--- config.mk ---
export PLATFORM = sky130hd
export DESIGN_NAME = mem_port_arbiter
export DESIGN_NICKNAME = d
export VERILOG_FILES = /design/src/rtl/mem_port_arbiter_pkg.sv /design/src/rtl/mem_port_arbiter_streak_ctr.sv /design/src/rtl/mem_port_arbiter.sv
export SDC_FILE = /design/constraint.sdc
export NUM_CORES = 1
export LEC_CHECK = 0
export ABC_AREA = 1
export CAP_MARGIN = 20
export CELL_PAD_IN_SITES_DETAIL_PLACEMENT = 1
export CELL_PAD_IN_SITES_GLOBAL_PLACEMENT = 2
export CORE_ASPECT_RATIO = 1.25
export CORE_MARGIN = 2
export CORE_UTILIZATION = 22
export CTS_CLUSTER_DIAMETER = 100
export DETAILED_ROUTE_END_ITERATION = 8
export HOLD_SLACK_MARGIN = 0.1
export PLACE_DENSITY = 0.91
export SLEW_MARGIN = 20
export SYNTH_ARGS = -nofsm -noshare
export SYNTH_HDL_FRONTEND = slang
export SYNTH_SLANG_ARGS = --single-unit
--- constraint.sdc ---
create_clock -name i_clk -period 2 [get_ports i_clk]
set_input_delay 0.3 -clock i_clk [delete_from_list [all_inputs] [get_ports i_clk]]
set_output_delay 0.3 -clock i_clk [all_outputs]
set_load 0.03 [all_outputs]
--- src/rtl/mem_port_arbiter_pkg.sv ---
// Shared types for the IF/MEM memory-port arbiter.
// The FSM walks IDLE -> ISSUE -> WAIT once per memory transaction.
package mem_port_arbiter_pkg;

  typedef enum logic [1:0] {
    IDLE,
    ISSUE,
    WAIT
  } arb_state_e;

  typedef enum logic {
    OWN_IF,
    OWN_DM
  } arb_owner_e;

  localparam int STREAK_W = 4;

endpackage

--- src/rtl/mem_port_arbiter_streak_ctr.sv ---
// Counts consecutive data-side grants taken while a fetch was waiting.
// o_if_priority tells the arbiter to serve the fetch next.
module arb_streak_ctr
  import mem_port_arbiter_pkg::*;
#(
  parameter int MAX_DM_STREAK = 4
) (
  input  logic i_clk,
  input  logic i_reset,
  input  logic i_grant_dm,
  input  logic i_grant_if,
  input  logic i_if_req,
  output logic o_if_priority
);

  localparam logic [STREAK_W-1:0] MAX_CNT = STREAK_W'(MAX_DM_STREAK);

  logic [STREAK_W-1:0] streak;

  // NOTE: sequential state uses <= so every register sees pre-edge values.
  always_ff @(posedge i_clk) begin
    if (i_reset) begin
      streak <= '0;
    end else if (i_grant_if || (i_grant_dm && !i_if_req)) begin
      streak <= '0;
    end else if (i_grant_dm && (streak < MAX_CNT)) begin
      streak <= streak + STREAK_W'(1);
    end
  end

  assign o_if_priority = (streak >= MAX_CNT);

endmodule

--- src/rtl/mem_port_arbiter.sv ---
// Shares one variable-latency memory port between instruction fetch and
// load/store, with one transaction outstanding and stall outputs for hazards.
module mem_port_arbiter
  import mem_port_arbiter_pkg::*;
#(
  parameter int ADDR_W        = 32,
  parameter int DATA_W        = 32,
  parameter int MAX_DM_STREAK = 4
) (
  input  logic                i_clk,
  input  logic                i_reset,
  input  logic                i_if_req,
  input  logic [ADDR_W-1:0]   i_if_addr,
  input  logic                i_if_kill,
  output logic [DATA_W-1:0]   o_if_rdata,
  output logic                o_if_ack,
  input  logic                i_dm_req,
  input  logic                i_dm_wren,
  input  logic [ADDR_W-1:0]   i_dm_addr,
  input  logic [DATA_W-1:0]   i_dm_wdata,
  input  logic [DATA_W/8-1:0] i_dm_bmask,
  output logic [DATA_W-1:0]   o_dm_rdata,
  output logic                o_dm_ack,
  output logic                o_mem_req,
  output logic [ADDR_W-1:0]   o_mem_addr,
  output logic                o_mem_wren,
  output logic [DATA_W-1:0]   o_mem_wdata,
  output logic [DATA_W/8-1:0] o_mem_bmask,
  input  logic                i_mem_ack,
  input  logic [DATA_W-1:0]   i_mem_rdata,
  output logic                o_stall_if,
  output logic                o_stall_mem
);

  arb_state_e state, state_next;
  arb_owner_e owner;
  logic       killed;
  logic       if_priority;
  logic       grant_dm;
  logic       grant_if;
  logic       mem_done;

  arb_streak_ctr #(
    .MAX_DM_STREAK(MAX_DM_STREAK)
  ) u_streak (
    .i_clk        (i_clk),
    .i_reset      (i_reset),
    .i_grant_dm   (grant_dm),
    .i_grant_if   (grant_if),
    .i_if_req     (i_if_req),
    .o_if_priority(if_priority)
  );

  always_ff @(posedge i_clk) begin
    if (i_reset) begin
      state <= IDLE;
    end else begin
      state <= state_next;
    end
  end

  // NOTE: defaults come first so every path assigns and no latch is inferred.
  always_comb begin
    state_next = state;
    grant_dm   = 1'b0;
    grant_if   = 1'b0;
    mem_done   = 1'b0;
    case (state)
      IDLE: begin
        if (i_dm_req && (!i_if_req || !if_priority)) begin
          grant_dm   = 1'b1;
          state_next = ISSUE;
        end else if (i_if_req && !i_if_kill) begin
          grant_if   = 1'b1;
          state_next = ISSUE;
        end
      end
      ISSUE: state_next = WAIT;
      WAIT: begin
        if (i_mem_ack) begin
          mem_done   = 1'b1;
          state_next = IDLE;
        end
      end
      default: state_next = IDLE;
    endcase
  end

  always_ff @(posedge i_clk) begin
    if (i_reset) begin
      owner       <= OWN_IF;
      killed      <= 1'b0;
      o_mem_addr  <= '0;
      o_mem_wren  <= 1'b0;
      o_mem_wdata <= '0;
      o_mem_bmask <= '0;
      o_if_rdata  <= '0;
      o_dm_rdata  <= '0;
      o_if_ack    <= 1'b0;
      o_dm_ack    <= 1'b0;
    end else begin
      o_if_ack <= 1'b0;
      o_dm_ack <= 1'b0;

      if (grant_dm) begin
        owner       <= OWN_DM;
        o_mem_addr  <= i_dm_addr;
        o_mem_wren  <= i_dm_wren;
        o_mem_wdata <= i_dm_wdata;
        o_mem_bmask <= i_dm_bmask;
      end else if (grant_if) begin
        owner       <= OWN_IF;
        o_mem_addr  <= i_if_addr;
        o_mem_wren  <= 1'b0;
        o_mem_wdata <= '0;
        o_mem_bmask <= '0;
      end

      // A flush while a fetch is in flight turns its completion into a silent drain.
      if (mem_done) begin
        killed <= 1'b0;
      end else if ((state != IDLE) && (owner == OWN_IF) && i_if_kill) begin
        killed <= 1'b1;
      end

      if (mem_done) begin
        if (owner == OWN_DM) begin
          o_dm_ack <= 1'b1;
          if (!o_mem_wren) begin
            o_dm_rdata <= i_mem_rdata;
          end
        end else begin
          o_if_rdata <= i_mem_rdata;
          o_if_ack   <= !(killed || i_if_kill);
        end
      end
    end
  end

  assign o_mem_req   = (state == ISSUE);
  assign o_stall_if  = i_if_req & ~o_if_ack & ~i_if_kill;
  assign o_stall_mem = i_dm_req & ~o_dm_ack;

endmodule

Yosys cells after proc, flatten, opt, wreduce, memory -nomap -nowiden
Cells that the tools add are included.
{"block": "classes", "addsub": 1, "multipliers": 0, "div": 0, "order_cmp": 2, "n_eq_ne": 4, "shifts": 0, "mux": 21, "bitwise_logic": 9, "n_reduce_logical": 23}
{"cell": "$mux W32", "count": 4}
{"cell": "$mux W1", "count": 11}
{"cell": "$mux W4", "count": 2}
{"cell": "$logic_and A1 B1 Y1", "count": 6}
{"cell": "$mux W2", "count": 3}
{"cell": "$not A1 Y1", "count": 6}
{"cell": "$pmux W2 S3", "count": 1}
{"cell": "$reduce_or A2 Y1", "count": 3}
{"cell": "$add A4 B1 Y4 const B", "count": 1}
{"cell": "$ge A4 B3 Y1 const B", "count": 1}
{"cell": "$logic_not A1 Y1", "count": 4}
{"cell": "$lt A4 B3 Y1 const B", "count": 1}
{"cell": "$reduce_and A2 Y1", "count": 2}
{"cell": "$reduce_bool A2 Y1", "count": 2}
{"cell": "$and A1 B1 Y1", "count": 3}
{"cell": "$logic_or A1 B1 Y1", "count": 3}
{"cell": "$ne A3 B3 Y1 const B", "count": 1}
{"cell": "$reduce_and A3 Y1", "count": 1}
{"cell": "$reduce_or A3 Y1", "count": 1}
{"cell": "$eq A2 B1 Y1 const B", "count": 1}
{"cell": "$eq A2 B2 Y1 const B", "count": 1}
{"cell": "$logic_not A2 Y1", "count": 1}
{"cell": "$ne A2 B2 Y1 const B", "count": 1}
{"block": "word_totals", "ff_bits": 143, "latch_bits": 0, "ramBits": 0, "rom_bits": 0, "output_inout_bits": 138, "memories": 0}

Logic depth before layout (Yosys ltp)
{"block": "logic_depth", "ltp_word": 9, "mapped_depth": 9}

Modules after synthesis
Synthesis repeated with hierarchy kept, for this count alone.
{"block": "unflattened", "cells_unflattened": 792, "area_unflattened_um2": 5800.6}
{"module": "mem_port_arbiter", "n_inst": 1, "cells_each": 763, "area_each_um2": 5584.1, "seq_area_each_um2": 2782.7}
{"module": "arb_streak_ctr", "n_inst": 1, "cells_each": 29, "area_each_um2": 216.5, "seq_area_each_um2": 80.1}

Least setup slack after synthesis
OpenSTA, ideal clock, no wires.
{"block": "synth_timing", "path_kind": "in2out", "from": "input i_dm_req", "to": "output o_stall_mem", "arrival_ns": 1.214, "t_required_ns": 1.700, "path_slack_ns": 0.486, "cell_stages": 4, "n_path_buf": 2, "cell_sequence": "buf_2 clkbuf_1 inv_1 nor2_1"}
{"block": "synth_between", "elab_chain_cells": 1}
{"element": "start, declared", "line_no": "mem_port_arbiter.sv:17", "source": "input logic i_dm_req,"}
{"element": "$and A1 B1 Y1", "line_no": "mem_port_arbiter.sv:142", "source": "assign o_stall_mem = i_dm_req & ~o_dm_ack;"}
{"element": "end, declared", "line_no": "mem_port_arbiter.sv:32", "source": "output logic o_stall_mem"}
No other way between the ends.

Worst setup path after layout
{"block": "layout_timing", "from": "register o_mem_addr[29]", "to": "output o_mem_addr[29]"}
{"element": "start, declared", "line_no": "mem_port_arbiter.sv:25", "source": "output logic [ADDR_W-1:0] o_mem_addr,"}
{"element": "start signal, assigned", "line_no": "mem_port_arbiter.sv:107", "source": "o_mem_addr <= i_dm_addr;"}
{"element": "start signal, assigned", "line_no": "mem_port_arbiter.sv:113", "source": "o_mem_addr <= i_if_addr;"}
No word-level cell between the ends.

==> results.py <==
metrics = {
    "status": {
        "status": "completed",
    },
    "cells_and_area": {
        "final_common_cell": "clkdlybuf4s50_1",
        "area_delta_synth_final_pct": 65.1,
        "fin_nets": 1240,
        "diodes": 0,
        "drive_gt1_share_pct": 5.57,
        "final_cell_mix": "clkdlybuf4s50_1 (272), nor2_1 (264), dfxtp_1 (143), nand2_1 (107), inv_1 (74)",
        "fin_util_pct": 37.1,
    },
    "grt": {
        "use_met2_pct": 27.8,
        "grt_antenna_before_repair": 1,
        "grt_pass1_vias": 6272,
        "grt_use_total_pct": 15.8,
        "grt_overflow_total": 0,
        "gr-usage-met3_pct": 5.77,
        "globalRoute.busiestLayer": "met2",
        "grt_pass1_wl_um": 34300,
        "use_met1_pct": 17.7,
        "grt_max_degree": 75,
    },
    "timing": {
        "finalHoldViolCount": 0,
        "setup_violations": 0,
        "tns_ns": 0,
        "whs_ns": 0.387,
        "min_period_ns": 1.80,
        "finalMaxSlewViolations": 0,
        "fmax_mhz": 555,
        "relSlewSlack_pct": 42.7,
        "finalClockSkew_ns": 0.0114,
        "rsz0062_at_grt": "no",
        "worst_slew_pin_slew_ns": 0.859,
        "fin_crit_sh_pct": 90.1,
    },
    "min_path": {
        "holdPathStages": 3,
        "hp-class": "primary input to flip-flop",
        "hold_end": "state[1]$_SDFFE_PP0P_",
        "min_from": "i_reset",
    },
    "cts": {
        "post_cts_buffers": 0,
        "h-tree-depth": 4,
        "cts.reportedPaths.clkPinSlew_ns": 0.06,
        "cts_tree": "yes",
        "ctsRootBufferMaster": "clkbuf_16",
        "numCtsBuffers": 17,
        "clock_sinks": 143,
        "clk_path_buf_depth": 2,
        "clkLatencyLatePin_ns": 0.42,
    },
    "worst_setup_path": {
        "slowest_stage": "clkdlybuf4s50_1",
        "r2r_slack_ns": 0.36,
        "cp.arrival_ns": 1.50,
        "worst-setup-path-type": "flip-flop to output pin",
        "cpPeakStageDelay_ns": 0.72,
        "end_kind": "output pin",
        "path_buf_inv": 1,
        "cp_cell_sequence": "clkdlybuf4s50_1",
        "worstReg2RegStart": "u_streak.streak[3]$_SDFFE_PP0P_",
        "required_ns": 1.70,
        "cp-start-kind": "flip-flop",
        "critical_path.top_delay_family": "buffers and inverters",
        "rr_worst_depth": 7,
        "r2r_end": "o_mem_addr[10]$_SDFFE_PP0P_",
        "cp_max_fo": 2,
    },
    "placement": {
        "io_buffers": 276,
        "hpwlAfterDp_um": 15500,
        "place.gp.congestion": 0.757,
    },
    "detailed_routing": {
        "drtPass1Iterations": 4,
        "ant_nets": 0,
        "post_drt_wl_per_cell_um": 15.3,
        "avgViaCountPerCell": 4.34,
        "drt_iter0_drc": 131,
        "wl_um": 22300,
        "dr_total_vias": 6299,
        "route.detailed.drc": 0,
    },
    "floorplan": {
        "die_w_um": 150,
        "core_area_um2": 26100,
        "die-area_um2": 28000,
        "io_pins": 277,
        "std_cell_rows": 66,
        "start_util_pct": 22.5,
        "die-height_um": 187,
    },
    "power": {
        "p_per_area_nw_per_um2": 833,
        "total_power_mw": 8.06,
        "vdd_drop_max_mv": 0.549,
        "p_leak_nw": 3.93,
    },
    "logic_synthesis": {
        "ys_seq_area_share_pct": 48.8,
        "synthTopCellsByArea": "dfxtp_1 (49%), nor2_1 (17%), nand2_1 (6.9%)",
        "avgSynthCellArea_um2": 6.93,
        "synth_area_leader_cell": "dfxtp_1",
        "synthCells": 846,
        "syn-num-nets": 986,
        "synthDominantCellAreaShare_pct": 48.8,
        "yosysWarnings": 0,
        "synth-seq-cells": 143,
        "syn_area_um2": 5860,
        "ys_types": 21,
    },
    "job": {
        "drv_cap": 0,
    },
}
worst max-delay path by stage:
| stage | startpoint | to | slack, ns | cells past startpoint |
|---|---|---|---|---|
| after floorplan | i_dm_req | o_stall_mem | 0.49 | 4 |
| after global placement | i_if_req | o_mem_addr[25]$_SDFFE_PP0P_ | 0.04 | 10 |
| after detailed placement | i_if_req | o_mem_addr[25]$_SDFFE_PP0P_ | 0.02 | 10 |
| after CTS | o_mem_wren$_SDFFE_PP0P_ | o_mem_wren | 0.17 | 1 |
| after global routing | state[0]$_SDFFE_PP0P_ | o_mem_req | 0.11 | 3 |
| final | o_mem_addr[29]$_SDFFE_PP0P_ | o_mem_addr[29] | 0.20 | 1 |
sequential cells by signal (all words and copies together), names as in the netlist, 2 cells and up:
name and cells:
o_dm_rdata 32, state 2, o_if_rdata 32, o_mem_wdata 32, o_mem_bmask 4, o_mem_addr 32
u_streak.streak 4
per-stage QoR:
stage                     setup slack (ns)  cells  cell area (µm²)
final                                0.198   1453             9680
after global routing                 0.110   1453             9680
after CTS                            0.167   1453             9680
after detailed placement            0.0153   1421             9040
after global placement              0.0413   1421             9040
after floorplan                      0.486    846             5860
cells in the mapped netlist, drive strengths merged:
cell type and n:
nand4 33, nand2 109, a21oi 43, o21a 1, inv 77, nor4 1
ha 1, nor3 4, nand3 44, o21ai 65, nor2 266, buf 24
clkbuf 35, dfxtp 143
layout make-up:
type / instances / area [µm²]
clock inverters: 13 / 188
fillers: 3182 / 16400
inverters: 77 / 289
clock buffers: 19 / 453
repair buffers: 294 / 3010
multi-input cells: 567 / 2450
flip-flops and latches: 143 / 2860
well taps: 340 / 425
worst reg2reg max path: stages (launching register included):
cell and delay [ns]:
dfxtp_1 0.34, o21ai_4 0.35, nand3_2 0.25, nand2_2 0.14, buf_12 0.20, nor2_1 0.07, nor2_1 0.10, nor2_1 0.04
metal layers:
metal  vias to the layer above  wire length, µm
met2                       162            11300
met4                         2              271
met5                         -               13
li1                       3158                -
met3                        13             1620
met1                      2964             9080
where the power goes:
group	switching, mW	leakage [nW]	internal, mW
registers	0.0796	1.17	3.00
logic	0.859	2.46	0.689
clock network	1.28	0.305	2.16
total	2.22	3.93	5.85
repair_timing:
item                                    4_1_cts  5_1_grt
endpoints found under the setup margin        1        0
hold buffers                                  0        0
resized for setup                             1        0
cell families after synthesis:
group,Yosys count,synth area share (%)
AND/OR/NAND/NOR,457,32.0
AO/OA/AOI/OAI,109,9.54
buffers and inverters,136,9.41
flip-flops,143,48.8
adder cells (fa/ha/maj),1,0.213
(Power assumes the default switching activity.)
